==> config.mk <==
export PLATFORM = sky130hd
export DESIGN_NAME = multi_tick_gen
export DESIGN_NICKNAME = d
export VERILOG_FILES = /design/src/rtl/multi_tick_gen.sv
export SDC_FILE = /design/constraint.sdc
export NUM_CORES = 1
export LEC_CHECK = 0
export ABC_AREA = 1
export CORE_MARGIN = 1.5
export CORE_UTILIZATION = 50
export DETAILED_ROUTE_END_ITERATION = 8
export PLACE_DENSITY = 0.67
export SLEW_MARGIN = 20
export SYNTH_ARGS = -nofsm -noshare
export SYNTH_HDL_FRONTEND = slang
export SYNTH_SLANG_ARGS = --single-unit
==> constraint.sdc <==
create_clock -name clk -period 18.65 [get_ports clk]
set_input_delay 2.7975 -clock clk [delete_from_list [all_inputs] [get_ports clk]]
set_output_delay 2.7975 -clock clk [all_outputs]
set_load 0.02 [all_outputs]
==> src/rtl/multi_tick_gen.sv <==
// Multi-channel programmable clock-enable generator. Each channel emits a 1-cycle tick or a duty-cycle level.
// Optional build macro MULTI_TICK_GEN_SHADOW_EN holds config writes until the channel's next period boundary.
module multi_tick_gen #(
  parameter int NUM_CH      = 4,
  parameter int CNT_W       = 16,
  parameter int DEFAULT_DIV = 16
) (
  input  logic                                          clk,
  input  logic                                          rst,
  input  logic [NUM_CH-1:0]                             en,
  input  logic                                          sync,
  input  logic                                          cfg_wr,
  input  logic [$clog2((NUM_CH > 1) ? NUM_CH : 2)-1:0]  cfg_ch,
  input  logic [CNT_W-1:0]                              cfg_div,
  input  logic [CNT_W-1:0]                              cfg_high,
  input  logic                                          cfg_mode,
  output logic [NUM_CH-1:0]                             tick_out,
  output logic                                          cfg_err
);

  typedef enum logic {MODE_PULSE = 1'b0, MODE_LEVEL = 1'b1} mode_e;

  localparam int               CH_W     = $clog2((NUM_CH > 1) ? NUM_CH : 2);
  localparam int               CH_X_W   = CH_W + 1;
  localparam logic [CH_X_W-1:0] NUM_CH_X = CH_X_W'(NUM_CH);
  localparam logic [CNT_W-1:0] DEF_DIV  = CNT_W'(DEFAULT_DIV);
  localparam logic [CNT_W-1:0] DEF_HIGH = CNT_W'(DEFAULT_DIV / 2);
  localparam logic [CNT_W-1:0] ONE      = CNT_W'(1);

  logic wr_bad;
  logic wr_ok;
  logic cfg_err_q, cfg_err_d;

  // The channel range check is done one bit wider so cfg_ch == NUM_CH is representable.
  assign wr_bad    = (cfg_div == '0) || ({1'b0, cfg_ch} >= NUM_CH_X);
  assign wr_ok     = cfg_wr && !wr_bad;
  assign cfg_err_d = cfg_wr && wr_bad;

  always_ff @(posedge clk or posedge rst) begin
    if (rst) cfg_err_q <= 1'b0;
    else     cfg_err_q <= cfg_err_d;
  end

  assign cfg_err = cfg_err_q;

  for (genvar i = 0; i < NUM_CH; i++) begin : g_ch
    logic [CNT_W-1:0] count_q, count_d;
    logic [CNT_W-1:0] div_q, div_d;
    logic [CNT_W-1:0] high_q, high_d;
    mode_e            mode_q, mode_d;
    logic             tick_q, tick_d;
    logic             sel;
    logic             wrap;

    assign sel  = wr_ok && (cfg_ch == CH_W'(i));
    assign wrap = (count_q == div_q - ONE);

`ifdef MULTI_TICK_GEN_SHADOW_EN
    logic [CNT_W-1:0] sh_div_q, sh_div_d;
    logic [CNT_W-1:0] sh_high_q, sh_high_d;
    mode_e            sh_mode_q, sh_mode_d;
    logic             pend_q, pend_d;
    logic             apply;

    assign apply = wrap || !en[i] || sync;

    always_comb begin
      // NOTE: every next-state signal gets a default before any branch, so no latch can be inferred.
      div_d     = div_q;
      high_d    = high_q;
      mode_d    = mode_q;
      sh_div_d  = sh_div_q;
      sh_high_d = sh_high_q;
      sh_mode_d = sh_mode_q;
      pend_d    = pend_q;
      count_d   = apply ? '0 : count_q + ONE;
      if (apply && pend_q) begin
        div_d  = sh_div_q;
        high_d = sh_high_q;
        mode_d = sh_mode_q;
        pend_d = 1'b0;
      end
      // A write on an apply edge lands in the shadow after the older value has been consumed.
      if (sel) begin
        sh_div_d  = cfg_div;
        sh_high_d = cfg_high;
        sh_mode_d = mode_e'(cfg_mode);
        pend_d    = 1'b1;
      end
    end

    always_ff @(posedge clk or posedge rst) begin
      if (rst) begin
        sh_div_q  <= DEF_DIV;
        sh_high_q <= DEF_HIGH;
        sh_mode_q <= MODE_PULSE;
        pend_q    <= 1'b0;
      end else begin
        sh_div_q  <= sh_div_d;
        sh_high_q <= sh_high_d;
        sh_mode_q <= sh_mode_d;
        pend_q    <= pend_d;
      end
    end
`else
    always_comb begin
      div_d   = div_q;
      high_d  = high_q;
      mode_d  = mode_q;
      count_d = (sync || !en[i] || wrap) ? '0 : count_q + ONE;
      if (sel) begin
        div_d   = cfg_div;
        high_d  = cfg_high;
        mode_d  = mode_e'(cfg_mode);
        count_d = '0;
      end
    end
`endif

    assign tick_d = en[i] && ((mode_q == MODE_LEVEL) ? (count_q < high_q) : (count_q == '0));

    always_ff @(posedge clk or posedge rst) begin
      if (rst) begin
        count_q <= '0;
        div_q   <= DEF_DIV;
        high_q  <= DEF_HIGH;
        mode_q  <= MODE_PULSE;
        tick_q  <= 1'b0;
      end else begin
        // NOTE: sequential state uses non-blocking assignment so every register samples pre-edge values.
        count_q <= count_d;
        div_q   <= div_d;
        high_q  <= high_d;
        mode_q  <= mode_d;
        tick_q  <= tick_d;
      end
    end

    assign tick_out[i] = tick_q;
  end

endmodule

* Yosys cells after proc, flatten, opt, wreduce, memory -nomap -nowiden
Index checks and enable logic that the tools add are counted.
** Word-level totals
- Register bits :: 201
- Bits of input ports :: 43
- Output and inout bits :: 5
- Word-level logic and storage cells :: 81
** Operators by class
- Add/sub/neg operators :: 8
- Magnitude comparators :: 4
- Equal/unequal tests :: 7
- Mux-type cells :: 12
- Reductions and logical operators :: 29
** Operators with widths (number)
- $mux 16 :: 8
- $logic_not 16->1 :: 5
- $add 16x1->16 const B :: 4
- $eq 16x16->1 :: 4
- $lt 16x16->1 :: 4
- $sub 16x1->16 const B :: 4
- $logic_and 1x1->1 :: 10
- $logic_or 1x1->1 :: 8
- $logic_not 1->1 :: 5
- $eq 2x2->1 const B :: 2
- $mux 1 :: 4
- $eq 2x1->1 const B :: 1
- $logic_not 2->1 :: 1

* Logic depth before layout (Yosys ltp)
- Word-level depth :: 5
- Depth in mapped cells :: 15
- Depth with buffers taken out :: 14

* Least setup slack after synthesis
OpenSTA, ideal clock, no wires.
- Kind :: input to register
- Start :: input port cfg_div[15]
- End :: register g_ch[3].count_q[11]
- Setup time :: 0.069 ns
- Data arrival time :: 3.888 ns
- Data required time :: 18.581 ns
- Setup slack :: 14.693 ns
- Stages on the path :: 8
- Buffers on the path :: 1
- Path through :: inv_1 nand4_1 nor2_1 a21oi_2 nand3_1 clkbuf_1 nand2_1 nor2_2
** Between the ends
- Word-level cells in the longest chain between the ends :: 5
** Ends and longest elaborated chain
- from (decl) :: line 14 : input logic [CNT_W-1:0] cfg_div,
- $logic_not 16->1 :: line 35 : assign wr_bad = (cfg_div == '0) || ({1'b0, cfg_ch} >= NUM_CH_X);
- $logic_not 1->1 :: line 36 : assign wr_ok = cfg_wr && !wr_bad;
- $logic_and 1x1->1 :: line 36
- $logic_and 1x1->1 :: line 55 : assign sel = wr_ok && (cfg_ch == CH_W'(i));
- $mux 16 :: line 111 : if (sel) begin
- net g_ch[3].count_d[11] :: line 47 : logic [CNT_W-1:0] count_q, count_d;
- to (signal assigned) :: line 131 : count_q <= count_d;
- to (decl) :: line 47
The timed path passes the listed nets, and every way through them passes these cells.
A chain may end at the register's enable or synchronous reset.

* Worst setup path after layout
- Start :: input port cfg_div[5]
- End :: register g_ch[3].count_q[10]
Same word-level chain as after synthesis.

==> reports/results.ini <==
[status]
outcome = finished clean

[power]
p_sw_mw = 0.4086
vdd_ir_drop_max_mv = 0.07158
p_seq_frac = 0.424
swShare = 0.3219
p_leak_nw = 7.108
internal_power_mw = 0.8607
power_frac_comb = 0.205
p_per_area_nw_per_um2 = 86.95
clockPowerShare = 0.371

[yosys]
synthDistinctLibCells = 44
synth_top_flop_cell = dfrtp_1
synth_top_cell_by_area = dfrtp_1
synth-seq-cells = 201
synth_cells = 1782
yosysTopAreaCellShare = 0.3684
synth.yosys.seq_area_share = 0.3844
syn-num-nets = 1897
yosysWarnings = 0
synthArstFlopShare = 1.000
synth.avg_cell_area_sq_um = 7.357
synth_edf_count = 0
ys_top_cells_by_area = dfrtp_1 37%, nand2_1 13%, inv_1 7.1%
syn_area_sq_um = 13110

[clocking]
numCtsBuffers = 24
cts.clk_slew.worst_paths_ps = 60
cts_tree = done
ctsHoldBuffers = 0
cts_resized = 0
insertion_delay_ps = 520
cts_buffer_depth = 3
htree_num_levels = 1
cts_root_buffer = clkbuf_16
cts_setup_buffers = 0
cts.sinks = 201

[setup_path]
required_ps = 19100
endpoint_kind = flip-flop
crit_type = input pin to flip-flop
rr_worst_depth = 11
timing.rr.end = g_ch[1].count_q[3]
rr_startpoint = g_ch[1].div_q[0]
crit_path_start = cfg_div[5]
critPathMaxFanout = 81
cp-start-kind = input pin
r2r_slack_ps = 16360
crit_arrival_ps = 5160

[timing]
hold_viol = 0
fin_crit_ps = 4712
tightest_slew_ps = 740.1
finClkSkew_ps = 11.47
worst_slew_margin_rel = 0.5054
setup_tns_ps = 0
maxSlewViolCount = 0
finalSetupViolCount = 0
rsz0062_at_grt = no
max_freq_mhz = 212.2
fin_hold_ws_ps = 474.7
post-route-period-util = 0.2526

[hold_path]
whs_endpoint = g_ch[1].tick_q
holdPathStages = 1
hold_class = flip-flop to flip-flop
hp-start = g_ch[1].mode_q

[route]
drcViolationCount = 0
vias_per_cell = 5.360
antenna_left = 0
vias = 11599
wl_mm = 34.89
drt_iter0_drc = 899
post_drt_wl_per_cell_microns = 16.12
dr.pass1.iters = 5

[layout]
fill_cells = 2428
insertedDiodeCount = 0
final_cell_area_sq_um = 14600
syn2layout_area_growth_pct = 11.35
drive_gt1_frac = 0.09076
nets = 1926
finish.utilization = 0.5634

[floorplanning]
core_area_sq_um = 25910
rows = 59
ioPinCount = 48
initial_utilization = 0.5060
die_area_sq_um = 27200
fp.dieW_microns = 164.9
fp.dieH_microns = 164.9

[placed_design]
dp_hpwl_mm = 25.37
dpl_cell_area_sq_um = 13800
port_buffers = 47
routabilityCongestion = 0.8971

[global_route]
grt_pass1_vias = 10634
grt_pass1_wl_mm = 56.19
antenna_found_initial = 0
grt_max_degree = 88
grt-ovfl-total = 0
track_usage = 0.2643

[job]
maxCapViolations = 0

per-stage QoR:
| step | cells | power [mW] | setup slack (ps) |
|---|---|---|---|
| 6_report | 2164 | 1.269 | 13940 |
| 5_1_grt | 2164 | 1.343 | 13610 |
| 4_1_cts | 2164 | 1.277 | 13860 |
| 3_5_place_dp | 2120 | 0.8038 | 13310 |
| 3_3_place_gp | 2120 | 0.7952 | 13330 |
| 2_1_floorplan | 1782 | 0.7275 | 10380 |
synthesized netlist by cell type, types with 5 or more instances:
library cell  number
nand2_1          447
inv_1            248
dfrtp_1          193
o21ai_0          176
nor2_1           145
nand3_1          111
ha_1              72
nand4_1           52
nor2_2            52
a21oi_1           39
xor2_1            37
clkbuf_1          32
nor3_1            26
xnor2_1           23
nor4_1            15
or2_2             13
nand3b_1          12
nor3_2            12
nand2_2           11
dfstp_2            8
buf_2              6
nor2_4             6
buf_4              5
layer usage:
metal | vias up | wire [microns] | track usage
li1 | 5792 | - | -
met1 | 5429 | 16170 | 0.3808
met2 | 329 | 15910 | 0.4196
met3 | 49 | 1929 | 0.03039
met4 | 0 | 878 | 0.07371
met5 | - | 0 | 0
sequential cells by signal, indices dropped and copies added (netlist names):
signal	flops
g_ch.mode_q	4
g_ch.high_q	64
cfg_err	1
g_ch.tick_q	4
g_ch.div_q	64
g_ch.count_q	64
critical path, cell delays in order:
cell	delay (ps)
clkdlybuf4s50_1	390
inv_1	210
nand4_1	120
nor2_1	250
a21oi_2	150
nand3_2	80
buf_4	560
inv_1	110
or2_2	330
nor2_2	100
area by class of cell:
cell class / count / area (sq um) / share of cell area
multi-input cells: 1279 / 6870 / 0.4706
flip-flops and latches: 201 / 5040 / 0.3452
well taps: 335 / 419.2 / 0.02871
repair buffers: 53 / 515.5 / 0.03531
inverters: 252 / 953.4 / 0.06531
clock buffers: 34 / 699.4 / 0.04791
clock inverters: 10 / 100.1 / 0.006857
cell families (layout without fill, tap and decap cells):
family	after synthesis	in the layout	synth area share
AND/OR/NAND/NOR	914	914	0.3223
buffers and inverters	302	349	0.09229
AO/OA/AOI/OAI	233	233	0.09219
flip-flops	201	201	0.3844
adder cells (fa/ha/maj)	72	72	0.06872
XOR/XNOR	60	60	0.04008
power groups by stage:
stage	registers [mW]	clock network [mW]	logic, mW
floorplan	0.524	0	0.203
global placement	0.544	0	0.251
detailed placement	0.544	0	0.259
CTS	0.538	0.478	0.261
global route	0.544	0.499	0.300
finish	0.538	0.471	0.260
cells in the final DEF, fill, tap and decap left out, types with 3 or more instances in the layout:
master and instances:
nand2_1 445, inv_1 247, dfrtp_1 193, o21ai_0 176, nor2_1 145, nand3_1 110, ha_1 72, nand4_1 52
nor2_2 52, clkdlybuf4s50_1 47, a21oi_1 39, xor2_1 37, nor3_1 26, clkbuf_16 25, xnor2_1 23, nor4_1 15
nand2_2 13, or2_2 13, nand3b_1 12, nor3_2 12, dfstp_2 8, nor2_4 6, buf_4 6, nand3_2 5
clkbuf_1 5, inv_2 4, o21bai_1 4, a211oi_1 4, clkbuf_8 4, o211ai_1 3, clkinvlp_4 3, clkinv_4 3
worst max-delay path by stage:
stage                          end  slack [ps]
4_1_cts        g_ch[1].count_q[14]       13860
6_report       g_ch[3].count_q[10]       13940
3_3_place_gp   g_ch[1].count_q[10]       13330
3_5_place_dp    g_ch[1].count_q[9]       13310
5_1_grt        g_ch[1].count_q[14]       13610
2_1_floorplan              cfg_err       10380
Power figures use the tool's default switching activity.
